**config.mk**
```make
export PLATFORM = sky130hd
export DESIGN_NAME = demux_1to2_stream
export DESIGN_NICKNAME = d
export VERILOG_FILES = /design/src/rtl/demux_1to2_stream.sv
export SDC_FILE = /design/constraint.sdc
export NUM_CORES = 1
export LEC_CHECK = 0
export CAP_MARGIN = 0
export CELL_PAD_IN_SITES_DETAIL_PLACEMENT = 0
export CELL_PAD_IN_SITES_GLOBAL_PLACEMENT = 1
export CORE_UTILIZATION = 35
export CTS_CLUSTER_SIZE = 24
export DETAILED_ROUTE_END_ITERATION = 10
export HOLD_SLACK_MARGIN = 0.15
export PLACE_DENSITY = 0.81
export SYNTH_ARGS = -nofsm -noshare
export SYNTH_HDL_FRONTEND = slang
export SYNTH_SLANG_ARGS = --single-unit
```
**constraint.sdc**
```tcl
create_clock -name clk -period 3.65 [get_ports clk]
set_input_delay 0.365 -clock clk [delete_from_list [all_inputs] [get_ports clk]]
set_output_delay 0.365 -clock clk [all_outputs]
set_load 0.03 [all_outputs]
```
**src/rtl/demux_1to2_stream.sv**
```systemverilog
// demux_1to2_stream
//   Registered 1-to-2 stream demultiplexer. One input word is steered by in_sel to
//   lane A (sel=0) or lane B (sel=1). Each lane owns a one-entry output register,
//   so the lanes drain independently. Per-lane counters track delivered words.
//
// Ports
//   clk, rst_n              clock, asynchronous active-low reset
//   flush                   synchronous clear of both lane valids
//   in_data/in_sel/in_valid input word, destination lane, word present
//   in_ready                input accepted this cycle (no path from in_valid)
//   outa_*/outb_*           lane A / lane B valid/ready output streams
//   cnt_a, cnt_b            completed transfers per lane (wrapping)

module demux_1to2_stream #(
    parameter int unsigned WIDTH = 32,
    parameter int unsigned CNT_W = 16
) (
    input  logic             clk,
    input  logic             rst_n,
    input  logic             flush,
    input  logic [WIDTH-1:0] in_data,
    input  logic             in_sel,
    input  logic             in_valid,
    output logic             in_ready,
    output logic [WIDTH-1:0] outa_data,
    output logic             outa_valid,
    input  logic             outa_ready,
    output logic [WIDTH-1:0] outb_data,
    output logic             outb_valid,
    input  logic             outb_ready,
    output logic [CNT_W-1:0] cnt_a,
    output logic [CNT_W-1:0] cnt_b
);

    logic [WIDTH-1:0] outa_data_q, outa_data_d;
    logic [WIDTH-1:0] outb_data_q, outb_data_d;
    logic             outa_valid_q, outa_valid_d;
    logic             outb_valid_q, outb_valid_d;
    logic [CNT_W-1:0] cnt_a_q, cnt_a_d;
    logic [CNT_W-1:0] cnt_b_q, cnt_b_d;

    logic free_a, free_b;
    logic accept, load_a, load_b;
    logic drain_a, drain_b;

    always_comb begin
        // A lane is free when empty or when its current word leaves this cycle.
        free_a   = !outa_valid_q | outa_ready;
        free_b   = !outb_valid_q | outb_ready;
        in_ready = !flush & (in_sel ? free_b : free_a);

        accept  = in_valid & in_ready;
        load_a  = accept & !in_sel;
        load_b  = accept & in_sel;
        drain_a = outa_valid_q & outa_ready;
        drain_b = outb_valid_q & outb_ready;

        outa_data_d = load_a ? in_data : outa_data_q;
        outb_data_d = load_b ? in_data : outb_data_q;

        // Flush wins; a reload on the same edge as a drain keeps the lane full.
        if (flush)        outa_valid_d = 1'b0;
        else if (load_a)  outa_valid_d = 1'b1;
        else if (drain_a) outa_valid_d = 1'b0;
        else              outa_valid_d = outa_valid_q;

        if (flush)        outb_valid_d = 1'b0;
        else if (load_b)  outb_valid_d = 1'b1;
        else if (drain_b) outb_valid_d = 1'b0;
        else              outb_valid_d = outb_valid_q;

        // Drains in the flush cycle still complete and are counted.
        cnt_a_d = cnt_a_q + CNT_W'(drain_a);
        cnt_b_d = cnt_b_q + CNT_W'(drain_b);
    end

    always_ff @(posedge clk or negedge rst_n) begin
        if (!rst_n) begin
            outa_data_q  <= '0;
            outb_data_q  <= '0;
            outa_valid_q <= 1'b0;
            outb_valid_q <= 1'b0;
            cnt_a_q      <= '0;
            cnt_b_q      <= '0;
        end else begin
            outa_data_q  <= outa_data_d;
            outb_data_q  <= outb_data_d;
            outa_valid_q <= outa_valid_d;
            outb_valid_q <= outb_valid_d;
            cnt_a_q      <= cnt_a_d;
            cnt_b_q      <= cnt_b_d;
        end
    end

    assign outa_data  = outa_data_q;
    assign outb_data  = outb_data_q;
    assign outa_valid = outa_valid_q;
    assign outb_valid = outb_valid_q;
    assign cnt_a      = cnt_a_q;
    assign cnt_b      = cnt_b_q;

endmodule
```
Word level (Yosys, flattened, before mapping)
Cells that the tools add are included.
Cells by class
  bitwise logic cells: 8
  muxes and demuxes: 7
  reduce and logical (&&, ||, !) cells: 6
  $add $sub $neg: 2
Operators by type and width (count)
  16-bit by 1-bit adder with 16-bit output: 2
  1-bit two-way mux: 7
  1-bit bitwise AND: 6
  3-bit nonzero test: 2
  1-bit zero test: 4
  1-bit OR: 2
Storage, ports and cells
  output and inout bits: 99
  flip-flop bits (word level): 98
  word-level logic and storage cells: 29
  input bits: 39

Longest topological paths before layout
Gate-level depths: netlist of the first run.
  depth after elaboration: 8
  depth in mapped cells: 7
  depth with buffers taken out: 7

Worst setup path before layout of the first run
OpenSTA, ideal clock, no wires.
  kind: reg2reg
  start: register outb_valid_q, in the netlist outb_valid
  end: register cnt_b_q[8], in the netlist cnt_b[8]
  period minus slack after synthesis: 1.735 ns
  setup time: 0.134 ns
  arrival: 1.601 ns
  required time: 3.516 ns
  stages on the path, launching flop included: 8
  path buffers: 1
  path slack: 1.915 ns
  cell sequence: dfrtp_1 and2_1 ha_1 ha_1 and3_1 buf_2 nand3_1 xnor2_1
On the way
  longest elaborated chain between the ends: 2
Ends and longest elaborated chain
  start: declaration: line 38  | logic outb_valid_q, outb_valid_d;
  start signal: assignment: line 89  | outb_valid_q <= outb_valid_d;
  1-bit bitwise AND: line 56  | drain_b = outb_valid_q & outb_ready;
  16-bit by 1-bit adder with 16-bit output: line 74  | cnt_b_d = cnt_b_q + CNT_W'(drain_b);
  net cnt_b_d[8]: line 40  | logic [CNT_W-1:0] cnt_b_q, cnt_b_d;
  end signal: assignment: line 91  | cnt_b_q <= cnt_b_d;
  end: declaration: line 40
The timed path passes the listed nets, and every way through them passes these cells.
A chain may end at the register's enable or synchronous reset.

Worst setup path after layout of the first run
  start: input port outa_ready
  end: output port in_ready
On the way
  longest elaborated chain between the ends: 3
Ends and longest elaborated chain
  start: declaration: line 27  | input logic outa_ready,
  1-bit OR: line 48  | free_a = !outa_valid_q | outa_ready;
  1-bit two-way mux: line 50  | in_ready = !flush & (in_sel ? free_b : free_a);
  1-bit bitwise AND: line 50
  end: declaration: line 24  | output logic in_ready,
Every way passes these cells.

==> metrics.md, run 1 <==
| Metric | Value |
|---|---|
| Worst Max-Slew Pin Slew | 0.968 ns |
| Power per cell area | 634 mW/mm^2 |
| Setup TNS | 0 ns |
| TritonCTS Buffers | 9 |
| Crit path kind | input pin to output port |
| Total setup violations reported at the end of the flow | 0 |
| Later-pin clock latency in the skew report | 0.34 ns |
| TritonCTS clock tree | built |
| Max-slew violation total from the final report | 0 |
| Total count of hold-check failures in the final report | 0 |
| Largest net degree at the start of global routing | 78 |
| Total of buffers placed on input and output ports | 137 |
| Number of nets with antenna violations after routing | 0 |
| Routed via count divided by cell count | 4.59 |
| Post-synthesis share of cell area spent on full adders, half adders and majority gates | 1.25% |
| Flop2flop setup slack | 1.77 ns |
| Clock Skew | 0.00433 ns |
| Element type at the critical path end | output port |
| Total congestion overflow after global routing | 0 |
| Effective utilization at floorplan | 36.4% |
| Class of the tightest hold or removal check | input pin to async pin |
| Area of combinational cells with multiple inputs | 0.00143 mm^2 |
| Nature of the critical path startpoint | input pin |
| Period utilisation layout | 60.1% |
| Outcome | complete, no violations |
| CTS clock-pin slew for the worst setup and hold paths | 0.07 ns |
| Clk sinks | 98 |
| Fin cells | 542 |
| Share of cell area taken by muxes after synthesis | 21.0% |
| Crit path max fanout | 3 |
| Height of the chip | 109 um |
| Count of cells along the worst register-to-register path | 3 |
| CP required | 3.28 ns |
| Initial antenna violation count | 0 |
| Synth top area share | 61.4% |
| Final min period | 2.20 ns |
| Total track usage | 14.8% |
| Drt total wl | 8.26 mm |
| Syn Area/Cell | 15.7 um^2 |
| Cell variety after synth | 27 |
| Core ar. | 0.0110 mm^2 |
| Final net count | 440 |
| Post-synthesis cell count | 255 |
| Highest Clock Rate | 455 MHz |
| Die span in x | 109 um |
| Num rows | 38 |
| Detail Placement HPWL | 5.66 mm |
| Number of iterations in the first detailed-routing pass | 4 |
| Max-capacitance violation count | 0 |
| Overall power of the completed layout | 0.00370 W |
| Biggest area consumer among synthesized cells | sky130_fd_sc_hd__dfrtp_1 |
| H-tree levels | 3 |
| Flop and latch count out of synthesis | 98 |
| Post-CTS setup-driven buffer insertion count | 0 |
| Average wire per cell in the routed design | 15.2 um |
| Clock Path Buffers | 2 |
| Leading cell types by total area after synthesis | sky130_fd_sc_hd__dfrtp_1 (61%), sky130_fd_sc_hd__mux2_4 (11%), sky130_fd_sc_hd__mux2_2 (9.9%) |
| IR Drop Worst-Case VDD | 0.000331 V |
| Sequential Area | 0.00245 mm^2 |
| Synth Cell Area | 0.00399 mm^2 |
| Post-synthesis xor/xnor area fraction | 6.14% |
| Buffer type at the clock tree root | sky130_fd_sc_hd__clkbuf_16 |
| DR iter-0 viols | 39 |
| Area fraction in and, or, nand and nor cells after synthesis | 7.11% |
| DRC violation count after routing | 0 |
| Fraction of the mapped netlist area in compound gates | 0.313% |
| Number of global-route vias before repair | 2,643 |
| Hold-fix buffers at CTS | 0 |
| Cell Count Post-Placement | 526 |
| Count of instances resized after the clock tree is built | 0 |
| Critical Path AT | 1.83 ns |
| Share of cells above drive strength 1 | 22.1% |
| Global-route wire length before repair | 13.2 mm |
| Synth warnings | 0 |
| Worst slew margin relative to its limit | 35.4% |
| Register area share after synthesis | 61.4% |
| Post-layout util | 53.1% |
| Die Outline Area | 0.0118 mm^2 |
| Number of nets produced by synthesis | 298 |
| Leakage | 2.54 nW |
| Area added between synthesis and finish | 46.0% |
| Number of diodes added for antenna fixing | 0 |
| Weighted congestion at the end of routability-driven global placement | 0.704 |
| Number of filler cells placed in the layout | 950 |
| Count of pins on the block boundary | 138 |
| Routed vias | 2,488 |
| RSZ-0062 raised after global routing | no |
| Combinational family with the most area after synthesis | multiplexers |
[Yosys cell counts (all sizes together)]
library cell,number
nor2b,1
o21bai,1
o21ai,1
and3,8
xor2,8
nand2b,2
mux2,64
nand3b,1
and4,1
buf,8
nor3,3
xnor2,20
nor2,4
dfrtp,98
nand2,11
and2,2
mux2i,1
nand4,1
ha,4
nand3,16
[critical path, cell delays in order]
cell                              delay [ns]
sky130_fd_sc_hd__clkdlybuf4s50_1        0.46
sky130_fd_sc_hd__nand2b_1               0.16
sky130_fd_sc_hd__mux2i_1                0.08
sky130_fd_sc_hd__nor2_1                 0.09
sky130_fd_sc_hd__clkdlybuf4s50_1        0.67
[where the power goes]
part / total (W) / switching, W / internal, W
sequential: 0.00141 / 0.000136 / 0.00128
clock: 0.00118 / 0.000390 / 0.000795
combinational: 0.00110 / 0.000573 / 0.000524
total: 0.00370 / 0.00110 / 0.00260
[cell usage in the layout, fill, tap and decap left out]
| master | netlist | routed |
|---|---|---|
| sky130_fd_sc_hd__clkdlybuf4s50_1 | 0 | 136 |
| sky130_fd_sc_hd__o21ai_0 | 1 | 1 |
| sky130_fd_sc_hd__and3_4 | 1 | 1 |
| sky130_fd_sc_hd__bufinv_16 | 0 | 4 |
| sky130_fd_sc_hd__dfrtp_1 | 98 | 98 |
| sky130_fd_sc_hd__clkbuf_8 | 0 | 3 |
| sky130_fd_sc_hd__o21bai_1 | 1 | 1 |
| sky130_fd_sc_hd__mux2i_1 | 1 | 1 |
| sky130_fd_sc_hd__and2_1 | 2 | 2 |
| sky130_fd_sc_hd__xor2_1 | 8 | 8 |
| sky130_fd_sc_hd__nor2b_2 | 1 | 1 |
| sky130_fd_sc_hd__and3_1 | 7 | 7 |
| sky130_fd_sc_hd__nand2_1 | 11 | 11 |
| sky130_fd_sc_hd__and4_1 | 1 | 1 |
| sky130_fd_sc_hd__nand2b_1 | 1 | 1 |
| sky130_fd_sc_hd__ha_1 | 4 | 4 |
| sky130_fd_sc_hd__nand3b_2 | 1 | 1 |
| sky130_fd_sc_hd__buf_4 | 0 | 3 |
| sky130_fd_sc_hd__clkbuf_16 | 0 | 9 |
| sky130_fd_sc_hd__mux2_4 | 29 | 29 |
| sky130_fd_sc_hd__nor3_1 | 2 | 2 |
| sky130_fd_sc_hd__mux2_2 | 35 | 35 |
| sky130_fd_sc_hd__xnor2_1 | 20 | 20 |
| sky130_fd_sc_hd__nor2_1 | 4 | 4 |
| sky130_fd_sc_hd__nand3_2 | 1 | 1 |
| sky130_fd_sc_hd__nand4_1 | 1 | 1 |
| sky130_fd_sc_hd__nor3_2 | 1 | 1 |
| sky130_fd_sc_hd__nand2b_4 | 1 | 1 |
| sky130_fd_sc_hd__nand3_1 | 15 | 15 |
[cell families (layout without fill, tap and decap cells)]
kind of cell             after synthesis  after routing
AND/OR/NAND/NOR                       50             50
buffers and inverters                  8            155
adder cells (fa/ha/maj)                4              4
multiplexers                          65             65
flip-flops                            98             98
XOR/XNOR                              28             28
AO/OA/AOI/OAI                          2              2
[final cells by class]
cell class / instances / area share (%)
Tap cell: 140 / 3.00
Timing Repair Buffer: 139 / 23.7
Sequential cell: 98 / 42.1
Clock buffer: 12 / 4.57
Multi-Input combinational cell: 149 / 24.6
Clock inverter: 4 / 2.06
[flip-flops by register name, summed over array words and instances (netlist names)]
name	count
cnt_b	16
cnt_a	16
outa_data	32
outa_valid	1
outb_data	32
outb_valid	1
[stage by stage]
stage | cell area (um^2) | setup WS (ns) | hold slack (ns)
2_1_floorplan | 3990 | 1.92 | 0.0694
3_3_place_gp | 5440 | 1.21 | 0.463
3_5_place_dp | 5440 | 1.18 | 0.464
4_1_cts | 5830 | 1.45 | 0.219
5_1_grt | 5830 | 1.38 | 0.237
6_report | 5830 | 1.45 | 0.160
[worst paths after layout]
check | from | endpoint
max reg2reg | outa_valid | outa_data[24]
max in group asynchronous | rst_n | outa_data[16]
min in group clk | cnt_b[15] | cnt_b[15]
min | rst_n | cnt_a[15]
max | outa_ready | in_ready
min reg2reg | cnt_b[15] | cnt_b[15]
[metal layers]
metal | GRT usage [%] | wire length (um)
met1 | 19.1 | 3770
met2 | 22.6 | 3810
met3 | 4.66 | 549
met4 | 7.05 | 136
met5 | 0 | 0
Note: power is estimated with default switching activity, not from simulation.
==> run 2: changes to the inputs <==
==> constraint.sdc (replaced) <==
create_clock -name clk -period 2.2 [get_ports clk]
set_input_delay 0.22 -clock clk [delete_from_list [all_inputs] [get_ports clk]]
set_output_delay 0.22 -clock clk [all_outputs]
set_load 0.03 [all_outputs]
==> run 2 against run 1 <==
First-iteration DRC count up 150%. Non-clock buffer count up 2. Utilization down 0.14 points. Critical endpoint unchanged.
==> metrics.md, run 2 (same netlist as run 1, synthesis figures left out) <==
| Metric | Value |
|---|---|
| Most frequent cells in the layout | sky130_fd_sc_hd__clkdlybuf4s50_1 (136), sky130_fd_sc_hd__dfrtp_1 (98), sky130_fd_sc_hd__mux2_2 (35) |
| Commonest non-fill, non-tap cell in the layout | sky130_fd_sc_hd__clkdlybuf4s50_1 |
| Hold_ws | 0.436 ns |
| Count of pins on the block boundary | 138 |
| Number of diodes added for antenna fixing | 0 |
| Number of nets with antenna violations after routing | 0 |
| Count of instances resized after the clock tree is built | 0 |
| Critical Path AT | 1.71 ns |
| Outcome | complete, no violations |
| Met2 track demand over resource in global routing | 23.0% |
| Number of filler cells placed in the layout | 953 |
| TritonCTS Buffers | 9 |
| Largest net degree at the start of global routing | 54 |
| Area after detailed placement | 0.00549 mm^2 |
| Number of iterations in the first detailed-routing pass | 4 |
| Height of the chip | 109 um |
| Area of combinational cells with multiple inputs | 0.00143 mm^2 |
| Family with the most delay on the worst path | buffers and inverters |
| TritonCTS clock tree | built |
| Class of the tightest hold or removal check | input pin to async pin |
| Count of cells along the worst register-to-register path | 6 |
| DR iter-0 viols | 97 |
| Routed vias | 2,536 |
| Slowest library cell on the worst path | sky130_fd_sc_hd__clkdlybuf4s50_1 |
| Element type at the critical path end | output port |
| Total count of hold-check failures in the final report | 0 |
| Slowest cell delay on critical path | 0.68 ns |
| Fin area | 0.00581 mm^2 |
| Setup TNS | 0 ns |
| Later-pin clock latency in the skew report | 0.33 ns |
| Initial antenna violation count | 0 |
| Worst Max-Slew Pin Slew | 0.594 ns |
| Area added between synthesis and finish | 45.6% |
| Nature of the critical path startpoint | flop |
| Cell Count Post-Placement | 527 |
| DRC violation count after routing | 0 |
| Crit path kind | flop to output port |
| Global-route wire length before repair | 13.3 mm |
| Total of buffers placed on input and output ports | 137 |
| Clock Path Buffers | 2 |
| Reg-to-Reg End | cnt_b[14] |
| CTS clock-pin slew for the worst setup and hold paths | 0.06 ns |
| H-tree levels | 3 |
| Average wire per cell in the routed design | 15.3 um |
| Weighted congestion at the end of routability-driven global placement | 0.728 |
| Number of global-route vias before repair | 2,681 |
| Sequential Area | 0.00245 mm^2 |
| Clock Skew | 0.00549 ns |
| Buffer type at the clock tree root | sky130_fd_sc_hd__clkbuf_16 |
| Clk sinks | 98 |
| Power per cell area | 998 mW/mm^2 |
| Die Outline Area | 0.0118 mm^2 |
| Met3 Resource Use GR | 4.54% |
| Beginning of the worst register-to-register path | outb_valid |
| Final net count | 442 |
| Drt total wl | 8.33 mm |
| Leakage | 2.52 nW |
| Fin cells | 544 |
| Die span in x | 109 um |
| Grt met1 use | 18.7% |
| Share of cells above drive strength 1 | 22.0% |
| Flop2flop setup slack | 0.52 ns |
| Period utilisation layout | 87.7% |
| Num rows | 38 |
| Max-capacitance violation count | 0 |
| CP required | 1.98 ns |
| WP buf/inv | 1 |
| Layer carrying the most global-route usage | met2 |
| Worst slew margin relative to its limit | 60.4% |
| IR Drop Worst-Case VDD | 0.000560 V |
| RSZ-0062 raised after global routing | no |
| Total setup violations reported at the end of the flow | 0 |
| Total track usage | 14.6% |
| Crit path max fanout | 3 |
| Effective utilization at floorplan | 36.4% |
| Routed via count divided by cell count | 4.66 |
| Total congestion overflow after global routing | 0 |
| Core ar. | 0.0110 mm^2 |
| Final min period | 1.93 ns |
| Max-slew violation total from the final report | 0 |
| Highest Clock Rate | 518 MHz |
| Ordered list of cells on the worst path | nand2b_1 -> mux2i_1 -> nor2_1 -> clkdlybuf4s50_1 |
| Detail Placement HPWL | 5.71 mm |
==> run 2: cell types whose count changed in the layout (fill, tap and decap cells not counted), sizes merged <==
cell	delta
buf	+1
clkbuf	+1
clkinvlp	+1
clkinv	+1
dlygate4sd3	+1
bufinv	-3
==> run 2: timing repair <==
item / 4_1_cts / 5_1_grt
endpoints found under the hold margin: 45 / 0
hold buffers: 1 / 0
setup buffers: 0 / 0
==> run 2: worst max-delay path by stage <==
stage	slack [ns]	start	endpoint	cells past startpoint
floorplan	0.47	outb_valid	cnt_b[8]	7
global route	0.17	outa_valid	in_ready	4
global placement	0.25	outb_ready	cnt_b[12]	7
CTS	0.23	outa_valid	in_ready	4
detailed placement	0.23	outa_ready	cnt_a[12]	8
finish	0.27	outa_valid	in_ready	4
==> run 2: cell type report <==
| type | instances | share of cell area (%) |
|---|---|---|
| Multi-Input combinational cell | 149 | 24.6 |
| Clock inverter | 3 | 0.796 |
| Sequential cell | 98 | 42.2 |
| Tap cell | 140 | 3.01 |
| Timing Repair Buffer | 141 | 24.7 |
| Clock buffer | 13 | 4.65 |
==> run 2: power by group <==
part	total (W)	switching, W	leakage (nW)	internal, W
Clock	0.00163	0.000651	0.152	0.000978
Sequential	0.00235	0.000227	1.22	0.00212
Combinational	0.00183	0.000953	1.15	0.000877
==> run 2: stage by stage <==
stage	setup slack (ns)	utilization, %	total power, W
floorplan	0.465	-	0.00335
global placement	0.253	50.0	0.00419
detailed placement	0.234	50.0	0.00421
CTS	0.235	52.9	0.00586
global route	0.175	52.9	0.00605
finish	0.270	52.9	0.00580
==> run 2: metal layers <==
metal / wire [um] / up-vias
met2: 3950 / 83
li1: - / 1165
met5: 0 / -
met1: 3650 / 1280
met4: 98 / 0
met3: 627 / 8
==> run 2: worst register-to-register path: stages, from the launching register on <==
cell	delay [ns]
sky130_fd_sc_hd__dfrtp_1	0.42
sky130_fd_sc_hd__and2_1	0.15
sky130_fd_sc_hd__ha_1	0.21
sky130_fd_sc_hd__ha_1	0.22
sky130_fd_sc_hd__and3_1	0.31
sky130_fd_sc_hd__nand3_1	0.13
sky130_fd_sc_hd__xnor2_1	0.14
